<file path="config.mk">
export PLATFORM = sky130hd
export DESIGN_NAME = fp_add_arbiter
export DESIGN_NICKNAME = d
export VERILOG_FILES = /design/src/rtl/fp_add_arbiter.sv
export SDC_FILE = /design/constraint.sdc
export NUM_CORES = 1
export LEC_CHECK = 0
export CORE_AREA = 2 2 194 196
export CTS_CLUSTER_DIAMETER = 50
export CTS_CLUSTER_SIZE = 8
export DETAILED_ROUTE_END_ITERATION = 6
export DIE_AREA = 0 0 196 198
export DONT_BUFFER_PORTS = 1
export MAX_ROUTING_LAYER = met4
export PLACE_DENSITY_LB_ADDON = 0.2
export SYNTH_ARGS = -nofsm -noshare
export SYNTH_HDL_FRONTEND = slang
export SYNTH_SLANG_ARGS = --single-unit
</file>
<file path="constraint.sdc">
create_clock -name clk -period 4.6 [get_ports clk]
set_input_delay 0.92 -clock clk [delete_from_list [all_inputs] [get_ports clk]]
set_output_delay 0.92 -clock clk [all_outputs]
set_load 0.1 [all_outputs]
</file>
<file path="src/rtl/fp_add_arbiter.sv">
// fp_add_arbiter: shares one fixed-latency fp_add pipeline among N requesters.
// Round-robin issue of one op per cycle; a tag pipe matched to the adder
// latency steers each result into its requester's response register.
// Optional statistics counters are enabled by defining FP_ARB_STATS_EN.
module fp_add_arbiter #(
    parameter int unsigned N   = 4,
    parameter int unsigned W   = 32,
    parameter int unsigned LAT = 4
) (
    input  logic           clk,
    input  logic           reset,
    input  logic [N-1:0]   req_valid,
    output logic [N-1:0]   req_ready,
    input  logic [N*W-1:0] req_a,
    input  logic [N*W-1:0] req_b,
    input  logic [N-1:0]   req_sub,
    output logic [N-1:0]   rsp_valid,
    input  logic [N-1:0]   rsp_ready,
    output logic [N*W-1:0] rsp_y,
    output logic [W-1:0]   fpa_a,
    output logic [W-1:0]   fpa_b,
    output logic           fpa_sub,
    output logic           fpa_en,
    input  logic [W-1:0]   fpa_y,
    output logic           busy
`ifdef FP_ARB_STATS_EN
    ,
    output logic [31:0]    stat_issue,
    output logic [31:0]    stat_stall
`endif
);

    localparam int unsigned LG_N = $clog2(N);
    localparam logic [LG_N:0] NUM = (LG_N+1)'(N);

    logic [N-1:0]    outst_q, outst_d;
    logic [LG_N-1:0] ptr_q, ptr_d;
    logic [N-1:0]    eligible;
    logic [N-1:0]    grant;
    logic            grant_vld;
    logic            issue;
    logic [LG_N-1:0] grant_idx;
    logic [LG_N:0]   cand;
    logic [W-1:0]    sel_a, sel_b;
    logic            sel_sub;
    logic [N-1:0]    rsp_hs;

    logic [W-1:0]    fpa_a_q, fpa_b_q;
    logic            fpa_sub_q, fpa_en_q;
    logic [LG_N-1:0] iss_tag_q;

    logic [LAT-1:0]  tp_vld_q;
    logic [LG_N-1:0] tp_tag_q [LAT];
    logic            ret_vld;
    logic [LG_N-1:0] ret_tag;

    logic [N-1:0]    rsp_valid_q;
    logic [N*W-1:0]  rsp_y_q;

    // Round-robin search over eligible requesters starting at ptr_q
    always_comb begin
        eligible  = req_valid & ~outst_q;
        grant_vld = 1'b0;
        grant_idx = '0;
        cand      = '0;
        for (int unsigned k = 0; k < N; k++) begin
            cand = {1'b0, ptr_q} + (LG_N+1)'(k);
            if (cand >= NUM) begin
                cand = cand - NUM;
            end
            if (!grant_vld && eligible[cand[LG_N-1:0]]) begin
                grant_vld = 1'b1;
                grant_idx = cand[LG_N-1:0];
            end
        end
    end

    // One-hot grant, operand select, pointer and outstanding next state
    always_comb begin
        issue   = grant_vld && !reset;
        grant   = '0;
        sel_a   = '0;
        sel_b   = '0;
        sel_sub = 1'b0;
        if (issue) begin
            grant[grant_idx] = 1'b1;
        end
        for (int i = 0; i < N; i++) begin
            if (grant[i]) begin
                sel_a   = req_a[i*W +: W];
                sel_b   = req_b[i*W +: W];
                sel_sub = req_sub[i];
            end
        end
        ptr_d = ptr_q;
        if (issue) begin
            ptr_d = (grant_idx == LG_N'(N-1)) ? '0 : grant_idx + LG_N'(1);
        end
        rsp_hs  = rsp_valid_q & rsp_ready;
        // No same-cycle bypass: a freed requester only becomes eligible next cycle
        outst_d = (outst_q & ~rsp_hs) | grant;
    end

    // Arbitration state
    always_ff @(posedge clk) begin
        if (reset) begin
            ptr_q   <= '0;
            outst_q <= '0;
        end else begin
            ptr_q   <= ptr_d;
            outst_q <= outst_d;
        end
    end

    // Issue registers feeding fp_add; operands hold when nothing issues
    always_ff @(posedge clk) begin
        if (reset) begin
            fpa_a_q   <= '0;
            fpa_b_q   <= '0;
            fpa_sub_q <= 1'b0;
            fpa_en_q  <= 1'b0;
            iss_tag_q <= '0;
        end else begin
            fpa_en_q <= issue;
            if (issue) begin
                fpa_a_q   <= sel_a;
                fpa_b_q   <= sel_b;
                fpa_sub_q <= sel_sub;
                iss_tag_q <= grant_idx;
            end
        end
    end

    // Tag pipe: last stage lines up with fpa_y of the same op
    always_ff @(posedge clk) begin
        if (reset) begin
            tp_vld_q <= '0;
            for (int k = 0; k < LAT; k++) begin
                tp_tag_q[k] <= '0;
            end
        end else begin
            tp_vld_q[0] <= fpa_en_q;
            tp_tag_q[0] <= iss_tag_q;
            for (int k = 1; k < LAT; k++) begin
                tp_vld_q[k] <= tp_vld_q[k-1];
                tp_tag_q[k] <= tp_tag_q[k-1];
            end
        end
    end

    assign ret_vld = tp_vld_q[LAT-1];
    assign ret_tag = tp_tag_q[LAT-1];

    // Response registers: capture on retire, release on handshake
    always_ff @(posedge clk) begin
        if (reset) begin
            rsp_valid_q <= '0;
            rsp_y_q     <= '0;
        end else begin
            for (int i = 0; i < N; i++) begin
                if (ret_vld && (ret_tag == LG_N'(i))) begin
                    rsp_valid_q[i]      <= 1'b1;
                    rsp_y_q[i*W +: W]   <= fpa_y;
                end else if (rsp_hs[i]) begin
                    rsp_valid_q[i]      <= 1'b0;
                end
            end
        end
    end

    assign req_ready = grant;
    assign rsp_valid = rsp_valid_q;
    assign rsp_y     = rsp_y_q;
    assign fpa_a     = fpa_a_q;
    assign fpa_b     = fpa_b_q;
    assign fpa_sub   = fpa_sub_q;
    assign fpa_en    = fpa_en_q;
    assign busy      = |outst_q;

`ifdef FP_ARB_STATS_EN
    logic [31:0] stat_issue_q, stat_stall_q;
    logic        stall;

    assign stall = |(req_valid & ~grant);

    // Saturating issue and stall-cycle counters
    always_ff @(posedge clk) begin
        if (reset) begin
            stat_issue_q <= '0;
            stat_stall_q <= '0;
        end else begin
            if (issue && (stat_issue_q != '1)) begin
                stat_issue_q <= stat_issue_q + 32'd1;
            end
            if (stall && (stat_stall_q != '1)) begin
                stat_stall_q <= stat_stall_q + 32'd1;
            end
        end
    end

    assign stat_issue = stat_issue_q;
    assign stat_stall = stat_stall_q;
`endif

endmodule

</file>
==> results.sh <==
export IMPL_outcome="finished clean"
export IMPL_first_global_vias=8314
export IMPL_cp_required_ns=3.68
export IMPL_postLayoutSetupSlackWorst_ns=0.836
export IMPL_final_cell_mix="nand2_1 (394), dfxtp_1 (218), a21oi_1 (170), nand3_1 (156), o21ai_0 (72)"
export IMPL_cts_setup_buffers=0
export IMPL_syn2layout_area_growth_pct=14.6
export IMPL_cts_sinks=218
export IMPL_cts_htree_levels=2
export IMPL_slowest_delay_ns=0.41
export IMPL_ys_ff_latch=218
export IMPL_p_int_mw=4.32
export IMPL_crit_path_end_kind="output pin"
export IMPL_final_common_cell="nand2_1"
export IMPL_fin_crit_ns=3.76
export IMPL_cp_top_family="simple AND/OR/NAND/NOR gates"
export IMPL_dpl_hpwl_um=28700
export IMPL_grt_pass1_wl_um=56200
export IMPL_tightest_slew_ns=1.13
export IMPL_syn_cell_area_um2=9560
export IMPL_ctsResizeCount=0
export IMPL_crit_arrival_ns=2.84
export IMPL_grt_total_usage_pct=20.0
export IMPL_grt_max_degree=166
export IMPL_pwr_share_seq_pct=50.9
export IMPL_synth_cell_type_count=37
export IMPL_start_util_pct=25.9
export IMPL_hold_path_startpoint="tp_tag_q[2][0]"
export IMPL_io_buffers=0
export IMPL_p_per_area_nw_per_um2=823
export IMPL_die_area_um2=38800
export IMPL_clk_pin_slew_ns=0.05
export IMPL_postRouteAntennaNets=0
export IMPL_power_mw=9.01
export IMPL_ios=505
export IMPL_switchingPower_mw=4.69
export IMPL_vias=9264
export IMPL_synthesis_nets=1585
export IMPL_syn_inst=1279
export IMPL_hold_depth=1
export IMPL_wire_per_inst_um=23.3
export IMPL_hold_buffers=0
export IMPL_core_region_area_um2=37000
export IMPL_r2r_start="outst_q[3]"
export IMPL_drtPass1Iterations=6
export IMPL_path_depth=7
export IMPL_fin_worst_skew_ns=0.0215
export IMPL_yosys_warnings=0
export IMPL_wl_um=40200
export IMPL_setup_viol=0
export IMPL_worstSetupPathType="reg -> out"
export IMPL_sw_frac_of_total_pct=52.0
export IMPL_drt_iter0_markers=755
export IMPL_max_freq_mhz=266
export IMPL_rr_worst_depth=9
export IMPL_fin_tns_setup_ns=0
export IMPL_drc=0
export IMPL_vias_per_cell=5.36
export IMPL_slew_headroom_pct=24.8
export IMPL_clk_latency_ns=0.53
export IMPL_cts_tree="yes"
export IMPL_yosysSeqAreaShare_pct=45.7
export IMPL_cts_buffer_depth=3
export IMPL_hold_path_class="reg -> reg"
export IMPL_timing_hold_violations_final=0
export IMPL_holdWs_ns=0.417
export IMPL_routabilityCongestion=0.880
export IMPL_pwr_share_comb_pct=22.9
export IMPL_start_kind="flop"
export IMPL_final_max_slew_violation_count=0
export IMPL_crit_start="outst_q[2]"
export IMPL_fp_dieH_um=198
export IMPL_syn_avg_cell_area_um2=7.47
export IMPL_max_vdd_ir_drop_mv=0.494
export IMPL_cts_root_buf="clkbuf_16"
export IMPL_critPathSlowestCell="nand2b_1"
export IMPL_path_max_fanout=29
export IMPL_antenna_found_initial=7
export IMPL_leakage_nw=3.71
export IMPL_die_w_um=196
export IMPL_clockPowerShare_pct=26.3
export IMPL_cp_num_buf_inv=2
export IMPL_cap_violations=0
export IMPL_post_place_ws_ns=0.895
export IMPL_grt_overflow=0
export IMPL_cp_cell_sequence="nand2b_1 -> o221ai_1 -> a22o_1 -> inv_1 -> ha_4 -> and2_1 -> buf_4"
export IMPL_drive_gt1_share_pct=7.54
export IMPL_grt_setup_unrepaired="false"
export IMPL_finalCritPeriodShare_pct=81.8
export IMPL_final_nets=1539
export IMPL_numCtsBuffers=36
export IMPL_num_rows=71
synthesized netlist by cell type:
master	instances	area share (%)
buf_1	8	0.31
or4_1	1	0.079
or3_4	1	0.12
a221oi_1	2	0.18
a22o_1	4	0.37
buf_2	34	1.8
nand4_2	1	0.13
dfxtp_1	218	46
inv_1	6	0.24
a21o_1	1	0.079
o221ai_1	2	0.18
a21oi_1	170	8.9
nor3b_2	2	0.26
o211ai_1	2	0.16
nand2b_1	7	0.46
and4_4	1	0.12
o21ai_0	72	3.8
a311o_1	1	0.10
a41oi_4	1	0.29
buf_6	10	1.2
nand2_1	394	15
ha_1	4	0.52
a22oi_1	4	0.31
clkbuf_1	57	2.2
o21ai_1	13	0.68
nor2_1	17	0.67
a41oi_2	1	0.17
or3b_1	1	0.092
nor2b_1	18	1.2
and2_1	4	0.26
a32oi_1	51	4.7
a31o_1	1	0.092
and3_1	1	0.066
buf_4	10	0.79
or2_1	2	0.13
nand3_1	156	8.2
nand2b_2	1	0.092
layout make-up:
type	instances	area, um^2
Clock inverter	6	52.6
Tap cell	474	593
Fill cell	4057	26000
Timing Repair Buffer	35	300
Multi-Input combinational cell	936	4630
Sequential cell	218	4360
Clock buffer	45	965
Antenna cell	8	20.0
Inverter	6	22.5
path summary, 6_finish.rpt:
check	endpoint	slack, ns
worst max register to register	fpa_b[25]	1.37
worst min-delay path	tp_tag_q[3][0]	0.42
worst max-delay path	req_ready[3]	0.84
worst min register to register	tp_tag_q[3][0]	0.42
sequential cells by signal, indices dropped and copies added (netlist names), 4 cells and up:
| name | flops |
|---|---|
| rsp_y | 128 |
| fpa_a | 32 |
| fpa_b | 32 |
| tp_tag_q | 8 |
| outst_q | 4 |
| rsp_valid | 4 |
| tp_vld_q | 4 |
power groups by stage:
stage	Combinational [mW]	Sequential [mW]	Clock, mW
after CTS	2.04	4.58	2.43
after floorplan	1.45	4.48	0
after global placement	2.03	4.62	0
after global routing	2.25	4.61	2.51
after detailed placement	2.04	4.60	0
final	2.06	4.58	2.37
cells by family (layout without fill, tap and decap cells):
kind of cell / after synthesis / in the layout / share of synthesized area, %
and+or+nand+nor: 607 / 607 / 27.3
AOI/OAI and AO/OA: 325 / 325 / 20.0
DFF: 218 / 218 / 45.7
buffers and inverters: 125 / 92 / 6.53
adders and majority gates: 4 / 4 / 0.524
other: 0 / 8 / 0
per-layer routing:
metal / GRT usage [%] / routed length (um) / share of wire, %
met4: 7.69 / 994 / 2.5
met5: - / 0 / 0
met3: 8.38 / 5020 / 12
met2: 29.3 / 18300 / 46
met1: 24.4 / 15900 / 39
per-stage QoR:
| stage | instance area, um^2 | std cells | util [%] |
|---|---|---|---|
| after floorplan | 9560 | 1279 | - |
| after global placement | 9910 | 1669 | 26.8 |
| after detailed placement | 9910 | 1669 | 26.8 |
| after CTS | 10900 | 1720 | 29.6 |
| after global routing | 10900 | 1726 | 29.6 |
| final | 10900 | 1728 | 29.6 |
No activity file was read; power rests on OpenSTA's default activity.
==> variant, RTL diff (same settings) <==
The option `FP_ARB_STATS_EN` is turned on by a define.
--- a/src/rtl/fp_add_arbiter.sv
+++ b/src/rtl/fp_add_arbiter.sv
@@ -2,6 +2,8 @@
 // Round-robin issue of one op per cycle; a tag pipe matched to the adder
 // latency steers each result into its requester's response register.
 // Optional statistics counters are enabled by defining FP_ARB_STATS_EN.
+`define FP_ARB_STATS_EN
+
 module fp_add_arbiter #(
     parameter int unsigned N   = 4,
     parameter int unsigned W   = 32,
Behaviour (old outputs only; new: stat_issue and stat_stall): unchanged (equiv_simple and equiv_induct, registers matched by name and starting in step).
==> variant against the original RTL <==
Combinational power decreased by 13%. Register-to-register slack worse by 0.31 ns. Synthesized area grew 27%. Sequential cell count is 64 higher. Worst hold slack improved by 0.0072 ns. Cell count rose by 15%. Largest power group unchanged. Routed wire length grew 27%. Count of clock-buffer cells in the layout grew 5. Power grew 4.7%. Die area unchanged. Critical path type is now input port to primary output. Worst setup slack got worse by 0.41 ns. Cell area up 31%. Via count up 23%.
==> variant: results (changes against the original RTL) <==
| Metric | Value |
|---|---|
| Status | completed (unchanged) |
| Fin nets | 1783 (was 1539) |
| Post-Syn Instances | 1461 (was 1279) |
| First-pass GRT wire length | 72.08 mm (was 56.17 mm) |
| Leading post-synthesis cells by cell area | dfxtp_1 (47%), nand2_1 (8.9%), a21oi_1 (7.3%) (was dfxtp_1 (46%), nand2_1 (15%), a21oi_1 (8.9%)) |
| Detailed Place HPWL | 37.69 mm (was 28.68 mm) |
| Synth unique cells | 54 (was 37) |
| Vias in the first global route | 10470 (was 8314) |
| Layout cells sized above 1 | 0.1129 (was 0.07544) |
| Vias | 11420 (was 9264) |
| All-Layer GR Usage | 0.2579 (was 0.2000) |
| Worst slew margin | 0.1954 (was 0.2478) |
| GR Util met2 | 0.4182 (was 0.2926) |
| Number of flip-flops under the largest register name | 128 (unchanged) |
| Routed len/inst | 25.86 um (was 23.28 um) |
| Largest net degree at the start of global routing | 216 (was 166) |
| M1 GR Usage | 0.2808 (was 0.2438) |
| H-tree levels | 2 (unchanged) |
| Leak pwr | 4.873 nW (was 3.708 nW) |
| Post-synthesis compound-gate area fraction | 0.2049 (was 0.1997) |
| TritonRoute pass-1 iters | 5 (was 6) |
| Worst-skew pair later-pin latency | 0.55 ns (was 0.53 ns) |
| Post-Synth Adder-Cell Area | 0.006193 (was 0.005238) |
| Initial antenna violation count | 21 (was 7) |
| DR iter-0 viols | 719 (was 755) |
| Worst path arrival time | 3.25 ns (was 2.84 ns) |
| Skew final | 0.01062 ns (was 0.02145 ns) |
| TritonCTS buffer count | 45 (was 36) |
| Multiplexer share of the synthesized area | 0.006399 (was 0) |
| Maximum VDD drop | 0.0004004 V (was 0.0004944 V) |
| Placer Congestion | 1.000 (was 0.8795) |
| Setup bufs post-CTS | 0 (unchanged) |
| Worst-case clock buffer depth | 3 (unchanged) |
| Synth top cells by count | nand2_1 (288), dfxtp_1 (282), a21oi_1 (178) (was nand2_1 (394), dfxtp_1 (218), a21oi_1 (170)) |
| Seq/Total Area, Yosys | 0.4657 (was 0.4567) |
| XOR/XNOR Fraction of Synth Area | 0.01951 (was 0) |
| Met3 Usage GRT | 0.09504 (was 0.08380) |
| CP Max Fanout | 26 (was 29) |
[variant: per-layer routing]
metal,share of wire,wire length [um]
met1,0.37,18920
met3,0.10,5279
met5,0,0
met4,0.048,2454
met2,0.48,24580
[variant: area by class of cell]
type,count,area (um2)
antenna,19,47.55
clock buffer,50,1165
clock inverter,10,132.6
fill,3795,22640
inverter,22,83.83
multi-input combinational,1039,5976
sequential,282,5645
tap,474,593.1
timing repair buffer,85,675.6
[variant: worst paths after layout]
| path | start | end | slack (ns) | depth (start not counted) |
|---|---|---|---|---|
| max | req_valid[1] | req_ready[2] | 0.43 | 9 |
| min | tp_vld_q[1]$_SDFF_PP0_ | tp_vld_q[2]$_SDFF_PP0_ | 0.42 | 1 |
| max reg2reg | outst_q[1]$_SDFF_PP0_ | fpa_a[16]$_SDFFE_PP0P_ | 1.06 | 11 |
| min reg2reg | tp_vld_q[1]$_SDFF_PP0_ | tp_vld_q[2]$_SDFF_PP0_ | 0.42 | 1 |
[variant: report_power, final]
| part | internal (W) | switching, W | leakage (nW) |
|---|---|---|---|
| sequential | 0.00272 | 0.00186 | 2.28 |
| clock | 0.00189 | 0.00116 | 0.636 |
| combinational | 0.000666 | 0.00114 | 1.95 |
[variant: critical path, stage by stage]
cell and delay (ns):
nor2b_1 0.46, a21o_1 0.14, a21oi_1 0.06, o22a_1 0.23
ha_2 0.19, nor2b_1 0.12, o41ai_1 0.13, clkinv_2 0.62
buf_12 0.37
[variant: kinds of logic after synthesis]
logic type,after synthesis
compound gates,363
buf+inv,140
xor+xnor,27
flops,282
fa+ha+maj,6
simple gates,636
mux,7
[variant: through the flow]
stage	area (um2)	cells	utilization	setup WS, ns	total power, W
2_1_floorplan	12120	1461	-	0.1715	0.005874
3_3_place_gp	12970	1902	0.3511	0.4931	0.006379
3_5_place_dp	12970	1902	0.3511	0.4472	0.006393
4_1_cts	14270	1962	0.3862	0.4257	0.009487
5_1_grt	14320	1980	0.3874	0.2127	0.009787
6_report	14320	1981	0.3875	0.4305	0.009437
